**config.mk**
```make
export PLATFORM = sky130hd
export DESIGN_NAME = fp32_adder_unit
export DESIGN_NICKNAME = d
export VERILOG_FILES = /design/src/rtl/fp32_adder_unit.sv
export SDC_FILE = /design/constraint.sdc
export NUM_CORES = 1
export LEC_CHECK = 0
export CORE_ASPECT_RATIO = 0.7
export CORE_UTILIZATION = 36
export DETAILED_ROUTE_END_ITERATION = 10
export GPL_TIMING_DRIVEN = 0
export HOLD_SLACK_MARGIN = 0.08
export PLACE_DENSITY = 0.62
export SETUP_SLACK_MARGIN = 0.5
export SYNTH_ARGS = -nofsm -noshare
export SYNTH_HDL_FRONTEND = slang
export SYNTH_SLANG_ARGS = --single-unit
```
**constraint.sdc**
```tcl
create_clock -name CLK -period 14.1 [get_ports CLK]
set_input_delay 2.82 -clock CLK [delete_from_list [all_inputs] [get_ports CLK]]
set_output_delay 2.82 -clock CLK [all_outputs]
set_load 0.005 [all_outputs]
```
**src/rtl/fp32_adder_unit.sv**
```systemverilog
// Sequential IEEE-754 single-precision adder/subtractor: one datapath step per FSM state,
// round-to-nearest-even, packed result and exception code registered on entry to DONE.
module fp32_adder_unit (
    input  logic        CLK,
    input  logic        RSTn,
    input  logic [31:0] Datain1,
    input  logic [31:0] Datain2,
    input  logic        Data_valid,
    input  logic [2:0]  Mode,
    input  logic [4:0]  Debug,
    output logic [31:0] Dataout,
    output logic        Dataout_valid,
    output logic [2:0]  Exc
);

    localparam int LATENCY = 5;

    // ROUND sits LATENCY-1 steps after capture; its exit edge raises Dataout_valid.
    typedef enum logic [2:0] {
        S_IDLE   = 3'd0,
        S_UNPACK = 3'd1,
        S_ALIGN  = 3'd2,
        S_ADD    = 3'd3,
        S_NORM   = 3'd4,
        S_ROUND  = 3'(LATENCY),
        S_DONE   = 3'(LATENCY + 1)
    } state_t;

    localparam logic [31:0] QNAN_C = 32'h7FC0_0000;

    function automatic logic [4:0] clz27(input logic [26:0] v);
        logic [4:0] n;
        logic       found;
        n     = 5'd0;
        found = 1'b0;
        for (int i = 26; i >= 0; i--) begin
            if (!found) begin
                if (v[i]) found = 1'b1;
                else      n = n + 5'd1;
            end
        end
        return n;
    endfunction

    state_t      state_r, state_nxt_s;
    logic        valid_nxt_s, load_s, capture_s;

    logic [31:0] a_r, b_r;
    logic [2:0]  mode_r;
    logic        sa_r, sb_r;
    logic [7:0]  ea_r, eb_r;
    logic [23:0] ma_r, mb_r;
    logic        spec_r;
    logic [31:0] spec_val_r;
    logic [2:0]  spec_exc_r;
    logic [26:0] big_r, small_r;
    logic        sign_r, sub_r;
    logic [9:0]  exp_r;
    logic [27:0] sum_r;
    logic [26:0] norm_r;
    logic        zero_r;

    logic        unused_debug_s;
    assign unused_debug_s = ^Debug;

    // State register.
    always_ff @(posedge CLK or posedge RSTn) begin
        if (RSTn) state_r <= S_IDLE;
        else      state_r <= state_nxt_s;
    end

    // Next-state logic.
    always_comb begin
        state_nxt_s = state_r;
        case (state_r)
            S_IDLE: begin
                if (Data_valid) state_nxt_s = S_UNPACK;
                else            state_nxt_s = S_IDLE;
            end
            S_UNPACK: state_nxt_s = S_ALIGN;
            S_ALIGN:  state_nxt_s = S_ADD;
            S_ADD:    state_nxt_s = S_NORM;
            S_NORM:   state_nxt_s = S_ROUND;
            S_ROUND:  state_nxt_s = S_DONE;
            S_DONE: begin
                if (Data_valid) state_nxt_s = S_DONE;
                else            state_nxt_s = S_IDLE;
            end
            default:  state_nxt_s = S_IDLE;
        endcase
    end

    // Output decode, registered below.
    always_comb begin
        valid_nxt_s = (state_nxt_s == S_DONE);
        load_s      = (state_r == S_ROUND);
        capture_s   = (state_r == S_IDLE) && Data_valid;
    end

    // Unpack: classify operands, flush denormals, resolve NaN/Inf/both-zero up front.
    logic        ua_sign_s, ub_sign_s, a_zero_s, b_zero_s, a_inf_s, b_inf_s, a_nan_s, b_nan_s;
    logic        u_spec_s;
    logic [31:0] u_spec_val_s;
    logic [2:0]  u_spec_exc_s;
    always_comb begin
        ua_sign_s = a_r[31];
        ub_sign_s = b_r[31] ^ (mode_r == 3'b001);
        a_zero_s  = (a_r[30:23] == 8'd0);
        b_zero_s  = (b_r[30:23] == 8'd0);
        a_inf_s   = (a_r[30:23] == 8'hFF) && (a_r[22:0] == 23'd0);
        b_inf_s   = (b_r[30:23] == 8'hFF) && (b_r[22:0] == 23'd0);
        a_nan_s   = (a_r[30:23] == 8'hFF) && (a_r[22:0] != 23'd0);
        b_nan_s   = (b_r[30:23] == 8'hFF) && (b_r[22:0] != 23'd0);
        u_spec_s     = 1'b1;
        u_spec_val_s = 32'd0;
        u_spec_exc_s = 3'b000;
        if (a_nan_s || b_nan_s) begin
            u_spec_val_s = QNAN_C;
            u_spec_exc_s = 3'b100;
        end else if (a_inf_s && b_inf_s) begin
            if (ua_sign_s != ub_sign_s) begin
                u_spec_val_s = QNAN_C;
                u_spec_exc_s = 3'b100;
            end else begin
                u_spec_val_s = {ua_sign_s, 8'hFF, 23'd0};
                u_spec_exc_s = 3'b011;
            end
        end else if (a_inf_s) begin
            u_spec_val_s = {ua_sign_s, 8'hFF, 23'd0};
            u_spec_exc_s = 3'b011;
        end else if (b_inf_s) begin
            u_spec_val_s = {ub_sign_s, 8'hFF, 23'd0};
            u_spec_exc_s = 3'b011;
        end else if (a_zero_s && b_zero_s) begin
            u_spec_val_s = {ua_sign_s & ub_sign_s, 31'd0};
            u_spec_exc_s = 3'b001;
        end else begin
            u_spec_s = 1'b0;
        end
    end

    // Align: larger magnitude first, smaller significand shifted into {sig,G,R,S}.
    logic        a_ge_b_s, sl_s, ss_s;
    logic [7:0]  el_s, es_s, diff_s;
    logic [23:0] ml_s, ms_s;
    logic [26:0] small_full_s, small_al_s, lost_mask_s;
    always_comb begin
        a_ge_b_s = ({ea_r, ma_r} >= {eb_r, mb_r});
        if (a_ge_b_s) begin
            sl_s = sa_r; el_s = ea_r; ml_s = ma_r;
            ss_s = sb_r; es_s = eb_r; ms_s = mb_r;
        end else begin
            sl_s = sb_r; el_s = eb_r; ml_s = mb_r;
            ss_s = sa_r; es_s = ea_r; ms_s = ma_r;
        end
        diff_s       = el_s - es_s;
        small_full_s = {ms_s, 3'b000};
        lost_mask_s  = ~({27{1'b1}} << diff_s);
        if (diff_s >= 8'd27) begin
            small_al_s = {26'd0, |ms_s};
        end else begin
            small_al_s    = small_full_s >> diff_s;
            small_al_s[0] = small_al_s[0] | (|(small_full_s & lost_mask_s));
        end
    end

    // Add/subtract with carry-out; subtraction is always larger minus smaller.
    logic [27:0] sum_s;
    always_comb begin
        if (sub_r) sum_s = {1'b0, big_r} - {1'b0, small_r};
        else       sum_s = {1'b0, big_r} + {1'b0, small_r};
    end

    // Normalize: carry shifts right into sticky, otherwise left by leading-zero count.
    logic [4:0]  lz_s;
    logic [26:0] norm_s;
    logic [9:0]  nexp_s;
    logic        nzero_s;
    always_comb begin
        lz_s    = clz27(sum_r[26:0]);
        nzero_s = 1'b0;
        if (sum_r[27]) begin
            norm_s = {sum_r[27:2], sum_r[1] | sum_r[0]};
            nexp_s = exp_r + 10'd1;
        end else if (sum_r == 28'd0) begin
            norm_s  = 27'd0;
            nexp_s  = exp_r;
            nzero_s = 1'b1;
        end else begin
            norm_s = sum_r[26:0] << lz_s;
            nexp_s = exp_r - {5'd0, lz_s};
        end
    end

    // Round to nearest even and pack; exp_r is two's complement so underflow shows as sign.
    logic        round_up_s;
    logic [24:0] mant_rnd_s;
    logic [22:0] frac_s;
    logic [9:0]  exp_fin_s;
    logic [31:0] res_s;
    logic [2:0]  res_exc_s;
    always_comb begin
        round_up_s = norm_r[2] & (norm_r[1] | norm_r[0] | norm_r[3]);
        mant_rnd_s = {1'b0, norm_r[26:3]} + {24'd0, round_up_s};
        if (mant_rnd_s[24]) begin
            frac_s    = mant_rnd_s[23:1];
            exp_fin_s = exp_r + 10'd1;
        end else begin
            frac_s    = mant_rnd_s[22:0];
            exp_fin_s = exp_r;
        end
        if (spec_r) begin
            res_s     = spec_val_r;
            res_exc_s = spec_exc_r;
        end else if (zero_r) begin
            res_s     = 32'd0;
            res_exc_s = 3'b001;
        end else if (!exp_fin_s[9] && (exp_fin_s >= 10'd255)) begin
            res_s     = {sign_r, 8'hFF, 23'd0};
            res_exc_s = 3'b101;
        end else if (exp_fin_s[9] || (exp_fin_s == 10'd0)) begin
            res_s     = {sign_r, 31'd0};
            res_exc_s = 3'b110;
        end else begin
            res_s     = {sign_r, exp_fin_s[7:0], frac_s};
            res_exc_s = 3'b000;
        end
    end

    // Datapath registers, one stage written per state.
    always_ff @(posedge CLK or posedge RSTn) begin
        if (RSTn) begin
            a_r <= 32'd0; b_r <= 32'd0; mode_r <= 3'd0;
            sa_r <= 1'b0; sb_r <= 1'b0; ea_r <= 8'd0; eb_r <= 8'd0;
            ma_r <= 24'd0; mb_r <= 24'd0;
            spec_r <= 1'b0; spec_val_r <= 32'd0; spec_exc_r <= 3'd0;
            big_r <= 27'd0; small_r <= 27'd0; sign_r <= 1'b0; sub_r <= 1'b0;
            exp_r <= 10'd0; sum_r <= 28'd0; norm_r <= 27'd0; zero_r <= 1'b0;
        end else begin
            case (state_r)
                S_IDLE: begin
                    if (capture_s) begin
                        a_r    <= Datain1;
                        b_r    <= Datain2;
                        mode_r <= Mode;
                    end
                end
                S_UNPACK: begin
                    sa_r       <= ua_sign_s;
                    sb_r       <= ub_sign_s;
                    ea_r       <= a_zero_s ? 8'd0 : a_r[30:23];
                    eb_r       <= b_zero_s ? 8'd0 : b_r[30:23];
                    ma_r       <= a_zero_s ? 24'd0 : {1'b1, a_r[22:0]};
                    mb_r       <= b_zero_s ? 24'd0 : {1'b1, b_r[22:0]};
                    spec_r     <= u_spec_s;
                    spec_val_r <= u_spec_val_s;
                    spec_exc_r <= u_spec_exc_s;
                end
                S_ALIGN: begin
                    big_r   <= {ml_s, 3'b000};
                    small_r <= small_al_s;
                    sign_r  <= sl_s;
                    sub_r   <= sl_s ^ ss_s;
                    exp_r   <= {2'b00, el_s};
                end
                S_ADD: sum_r <= sum_s;
                S_NORM: begin
                    norm_r <= norm_s;
                    exp_r  <= nexp_s;
                    zero_r <= nzero_s;
                end
                default: begin
                end
            endcase
        end
    end

    // Registered outputs; result and code hold until the next ROUND.
    always_ff @(posedge CLK or posedge RSTn) begin
        if (RSTn) begin
            Dataout       <= 32'd0;
            Exc           <= 3'b000;
            Dataout_valid <= 1'b0;
        end else begin
            Dataout_valid <= valid_nxt_s;
            if (load_s) begin
                Dataout <= res_s;
                Exc     <= res_exc_s;
            end else begin
                Dataout <= Dataout;
                Exc     <= Exc;
            end
        end
    end

endmodule

```
==> run summary <==
The worst pin sits at a relative slew slack of 22.81%. The number of setup violations in the final report was 0. Predominant post-synthesis flop cell: sky130_fd_sc_hd__dfrtp_1. The via count of the first global-routing pass is 19900, and the vertical extent of the die is 212.5 µm. The yosys synthesis warning count is 0. The remaining global-route overflow is 0. For the number of H-tree levels, the log shows 1. The initial core utilization was 36.75%; the maximum achievable frequency was 0.07290 GHz.

Along the worst hold path, the cell count comes to 2. After legalization and detailed placement, the total HPWL measured 55.99 mm. For the clock latency on the worst-skew pair, the log shows 0.61 ns. In the final routed layout, each cell accounts on average for 19.56 µm.

The count of nets left with antenna violations once routing finished came out at 0. The number of detailed-route iterations in the first pass is 6, and the floorplan die area is 64310 µm². The tools report the net count reported at finish as 3157.

The number of antenna violations at the first check in global routing was 0; the worst endpoint required time was 14.60 ns. The initial DRC count was 1914; the fraction of registers with async set/reset was 100.0%. The slowest stage of the critical path belongs to the cell sky130_fd_sc_hd__or4_4. The synthesized design contains 0 enable-type register cells. 111 I/O pins were placed. For the worst flop-to-flop path, the logic depth is 83. The tools report the largest net degree at the start of global routing as 120. The critical path class is register to register. From synthesis to final layout, the design area changed by 19.41%. In this run, synthesis produced a sequential element count of 297. The worst setup path is launched from a register. TritonCTS built the clock tree. Root cell of the clock tree: sky130_fd_sc_hd__clkbuf_16. Including well taps, the total number of placed cells is 3662.

The biggest area consumer among synthesized cells was sky130_fd_sc_hd__dfrtp_1. The measured slew at the worst slew-check pin was 1.149 ns; the final setup skew was 0.03697 ns. The worst path uses 97.28% of the clock period.

The flow ran to the end, and the final reports show no timing, DRC or antenna violations. For the weighted congestion at the end of routability-driven global placement, the log shows 0.9952. The most common library cell in the layout ignoring fill and taps is sky130_fd_sc_hd__nand2_1. The proportion of layout cells with a drive suffix above 1 was 12.56%. The total length of routed wires was 74.39 mm; the via density per instance was 5.653. The largest fanout on the critical path is 8, and the remaining routing DRC violations is 0. Data on the critical path arrives at its endpoint at 14.22 ns.

The number of rows created at floorplan came out at 76. For the count of endpoints failing hold in the final timing report, the log shows 0. The tools report the number of standard cells in the layout, taps in and fillers out as 3804.

The tools report the worst-case clock buffer depth as 3. The top cell types in the final layout, fill and taps aside, are sky130_fd_sc_hd__nand2_1, sky130_fd_sc_hd__dfrtp_1, sky130_fd_sc_hd__o21ai_0. In this run the horizontal extent of the chip is 302.7 µm.

Counting the fill cells in the layout gives 6258. The worst setup path is captured at a register. The number of vias after detailed routing was 21510; the max-capacitance violation count was 0. For the cell count after synthesis, the log shows 2735. For the count of pins over their slew limit, the log shows 0.

After synthesis, the largest area contributor takes up 32.62% of total cell area. The minimum period implied by the final worst setup slack is 13.72 ns. Clock-pin slew was measured on the worst setup and hold paths at 0.07 ns. The number of buffer cells added on primary ports is 105, and the portion of the post-synthesis area used by sequential elements is 32.62%. The global routing usage summed across all routing layers is 22.30%. In the post-synthesis netlist, the biggest area contributors are sky130_fd_sc_hd__dfrtp_1, sky130_fd_sc_hd__mux2i_1, sky130_fd_sc_hd__nand2_1, sky130_fd_sc_hd__ha_1, sky130_fd_sc_hd__o21ai_0. The global-route wire length before repair is 114.2 mm, and the post-synthesis area per instance is 8.330 µm². The mapped cell area came out at 22780 µm². The tools report the number of unique standard cell types used by synthesis as 98. Buffers inserted during clock tree synthesis total 29. The area of the core is 62000 µm². Setup repair after global routing could not meet its margin everywhere.

For this run, the slowest stage of the critical path takes 0.57 ns. The number of antenna diodes in the final layout is 0. Among the stages of the critical path, the cell type that occurs most often is sky130_fd_sc_hd__buf_6. The number of nets in the synthesized netlist is 2925.

In this run the worst hold path is classified as register to register. TritonCTS sink count: 297.
## cells in the mapped netlist (11+ instances only)
master and instances:
sky130_fd_sc_hd__nor4_1 19, sky130_fd_sc_hd__nor2b_1 25, sky130_fd_sc_hd__ha_1 113, sky130_fd_sc_hd__o211ai_1 25
sky130_fd_sc_hd__o31ai_1 13, sky130_fd_sc_hd__buf_2 11, sky130_fd_sc_hd__nand2_1 398, sky130_fd_sc_hd__o22ai_1 54
sky130_fd_sc_hd__buf_1 19, sky130_fd_sc_hd__or3_1 18, sky130_fd_sc_hd__a31oi_1 30, sky130_fd_sc_hd__nor2_1 179
sky130_fd_sc_hd__o21bai_1 14, sky130_fd_sc_hd__mux2i_1 163, sky130_fd_sc_hd__nand4_1 36, sky130_fd_sc_hd__nand2b_1 32
sky130_fd_sc_hd__nand3_1 69, sky130_fd_sc_hd__a211oi_1 22, sky130_fd_sc_hd__xor2_1 39, sky130_fd_sc_hd__xnor2_1 64
sky130_fd_sc_hd__or2_2 11, sky130_fd_sc_hd__or4_1 11, sky130_fd_sc_hd__o21ai_0 228, sky130_fd_sc_hd__a21oi_1 173
sky130_fd_sc_hd__and2_1 18, sky130_fd_sc_hd__inv_1 127, sky130_fd_sc_hd__and3_1 25, sky130_fd_sc_hd__clkbuf_1 126
sky130_fd_sc_hd__a21o_1 22, sky130_fd_sc_hd__nor3_1 66, sky130_fd_sc_hd__dfrtp_1 297, sky130_fd_sc_hd__mux2_2 78
## flip-flops by register name, summed over array words and instances (netlist names), 10 cells and up
register	count
sum_r	28
a_r	32
mb_r	24
ma_r	24
big_r	24
b_r	32
norm_r	27
exp_r	10
Dataout	32
small_r	27
## worst paths after layout
| kind | start | to | slack [ns] |
|---|---|---|---|
| max reg2reg | sum_r[26] | norm_r[22] | 0.38 |
| max | sum_r[26] | norm_r[22] | 0.38 |
| max in group asynchronous | RSTn | Dataout[10] | 10.43 |
| min | Dataout[8] | Dataout[8] | 0.47 |
| min reg2reg | Dataout[8] | Dataout[8] | 0.47 |
| min in group asynchronous | RSTn | b_r[4] | 2.66 |
## cell type report
class                           instances  area (µm²)  area share [%]
Multi-Input combinational cell       2146       14730           54.16
Tap cell                              819        1025           3.767
Clock buffer                           41       810.8           2.980
Inverter                              132       520.5           1.913
Timing Repair Buffer                  201        1868           6.867
Clock inverter                          8       107.6          0.3955
Buffer                                160       706.9           2.599
Sequential cell                       297        7432           27.32
## worst max-delay path, delay by kind of cell (launching register included)
kind | cells | cell delay (ns)
multiplexers | 4 | 0.60
adder cells (fa/ha/maj) | 14 | 3.98
AO/OA/AOI/OAI | 26 | 3.75
XOR/XNOR | 2 | 0.42
buffers and inverters | 19 | 2.05
AND/OR/NAND/NOR | 18 | 2.44
flip-flops | 1 | 0.39
## per-layer routing
metal	part of all wire, %	track usage (%)
met2	42	32.72
met1	49	34.58
met4	1.9	4.505
met3	6.5	2.698
met5	0	0
## metrics by stage
| step | TNS (ns) | utilization, % | worst slack (ns) | cell area [µm²] | hold WS (ns) |
|---|---|---|---|---|---|
| after global routing | -0.9291 | 43.88 | -0.2498 | 27200 | 0.4935 |
| after detailed placement | -10.48 | 40.27 | -1.473 | 24970 | 0.4567 |
| after floorplan | 0 | - | 0.5058 | 22810 | 0.4419 |
| after global placement | -299.04 | 40.14 | -1.423 | 24890 | 0.4533 |
| after CTS | 0 | 42.54 | 0.5039 | 26370 | 0.4716 |
| final | 0 | 43.88 | 0.3829 | 27200 | 0.4695 |
## cells by family after synthesis
logic type / share of synthesized area (%)
flops: 32.62
buf+inv: 5.009
mux: 11.57
compound gates: 19.45
fa+ha+maj: 6.645
xor+xnor: 5.289
simple gates: 19.41
## repair_timing
| item | in CTS | in global routing |
|---|---|---|
| hold buffers | 0 | 0 |
| gates resized for setup | 34 | 116 |
| cloned | 0 | 2 |
| pin swaps | 13 | 49 |
| setup endpoints to repair | 36 | 36 |
| setup buffers | 43 | 48 |
Power is left out: the tool's default activity adds up to more than one toggle a clock period on the data nets, which glitch-free logic cannot reach.
==> RTL change (config.mk and constraints unchanged) <==
Remove the register `Dataout_valid`: a continuous assignment takes its place, so the output `Dataout_valid` follows one clock earlier. Comments in the files are not updated.
--- a/src/rtl/fp32_adder_unit.sv
+++ b/src/rtl/fp32_adder_unit.sv
@@ -281,7 +281,5 @@
             Dataout       <= 32'd0;
             Exc           <= 3'b000;
-            Dataout_valid <= 1'b0;
-        end else begin
-            Dataout_valid <= valid_nxt_s;
+        end else begin
             if (load_s) begin
                 Dataout <= res_s;
@@ -294,4 +292,6 @@
     end
 
+    assign Dataout_valid = valid_nxt_s;
+
 endmodule
 
Check against the original RTL: not equivalent (a bounded check fails within 10 cycles, from zero or initial values and one cycle with RSTn high).
==> RTL change against the original RTL <==
Synthesized area is 1.9% lower. Critical path depth fell by 4. Routed wire length rose by 0.98%. Cell area decreased by 2.6%. Utilization shrank 0.16 points. Clock skew decreased by 0.020 ns. Via count up 0.22%. Worst setup slack improved by 0.22 ns. Sequential cell count is 1 lower. Critical path type unchanged.
Power is not shown: default switching activity piles up to over one toggle a cycle in this logic, so the estimate is an artifact.
==> RTL change: results <==
group,metric,value,unit
global_route,grt_pass1_vias,19850,
place,dp_slack,-2.172,ns
setup_path,arrival,13.94,ns
yosys,synth_fa_ha_area_share,6.598,%
global_route,grt_max_degree,119,
setup_path,crit_path_top_delay_cell,"dfrtp_1",
yosys,synth-compound-area-share,19.40,%
setup_path,max_stage_delay,0.39,ns
global_route,track_usage,23.27,%
yosys,synth_cell_types,93,
place,place_area,24460,um2
setup_path,critPathMaxFanout,6,
yosys,muxShareOfSynthArea,10.67,%
drt,wl,75130,um
layout,nNetsFinal,3113,
drt,drt_iter0_markers,2242,
outcome,outcome,"finished, final reports clean",
yosys,synth_area_per_cell,8.179,um2
layout,final_cells,3753,
place,detailed_place_hpwl,57780,um
drt,vias_per_cell,5.743,
cts,clk_latency,0.56,ns
floorplan,num_rows,75,
yosys,synthesis.nets,2921,
layout,drive_gt1_share,9.576,%
## RTL change: changes by cell type after synthesis, moves of 10 or more
cell | unedited run | this run
o22ai_1 | 54 | 44
o21ai_0 | 228 | 240
nand4_1 | 36 | 25
mux2i_1 | 163 | 140
a211oi_1 | 22 | 32
o211ai_1 | 25 | 15
nand3b_1 | 6 | 21
nor2_1 | 179 | 198
clkbuf_1 | 126 | 140
nand2_1 | 398 | 414
## RTL change: critical path: cells and delay by family (launching register included)
family	cells	cell delay (ns)
AO/OA/AOI/OAI	31	4.66
adder cells (fa/ha/maj)	14	3.90
AND/OR/NAND/NOR	23	3.03
multiplexers	6	0.82
buffers and inverters	5	0.57
flip-flops	1	0.39
## RTL change: repair_timing
| action | in CTS | in global routing |
|---|---|---|
| buffers inserted | 26 | 22 |
| cloned | 0 | 0 |
| endpoints found under the setup margin | 36 | 33 |
| pin swaps | 27 | 45 |
| gates resized for setup | 52 | 57 |
## RTL change: layout make-up
cell class / count / area (um2)
clock buffers: 47 / 970.9
plain buffers: 162 / 680.7
flip-flops and latches: 296 / 7408
clock inverters: 12 / 246.5
repair buffers: 155 / 1466
fillers: 6169 / 34120
multi-input cells: 2151 / 14240
well taps: 808 / 1011
inverters: 122 / 476.7
## RTL change: final timing paths
kind / end / slack, ns / cells after the start
hold / removal: Dataout[8] / 0.47 / 2
setup reg to reg: exp_r[9] / 0.60 / 79
setup / recovery: exp_r[9] / 0.60 / 79
max in group asynchronous: sum_r[26] / 9.93 / 4
min in group asynchronous: a_r[5] / 2.71 / 2
hold reg to reg: Dataout[8] / 0.47 / 2
## RTL change: layer usage
metal	global-route usage, %	wire length (um)	up-vias
li1	-	-	10130
met1	36.71	37040	10440
met2	31.45	29460	887
met3	5.339	7368	93
met4	4.821	1249	2
met5	0	9	-
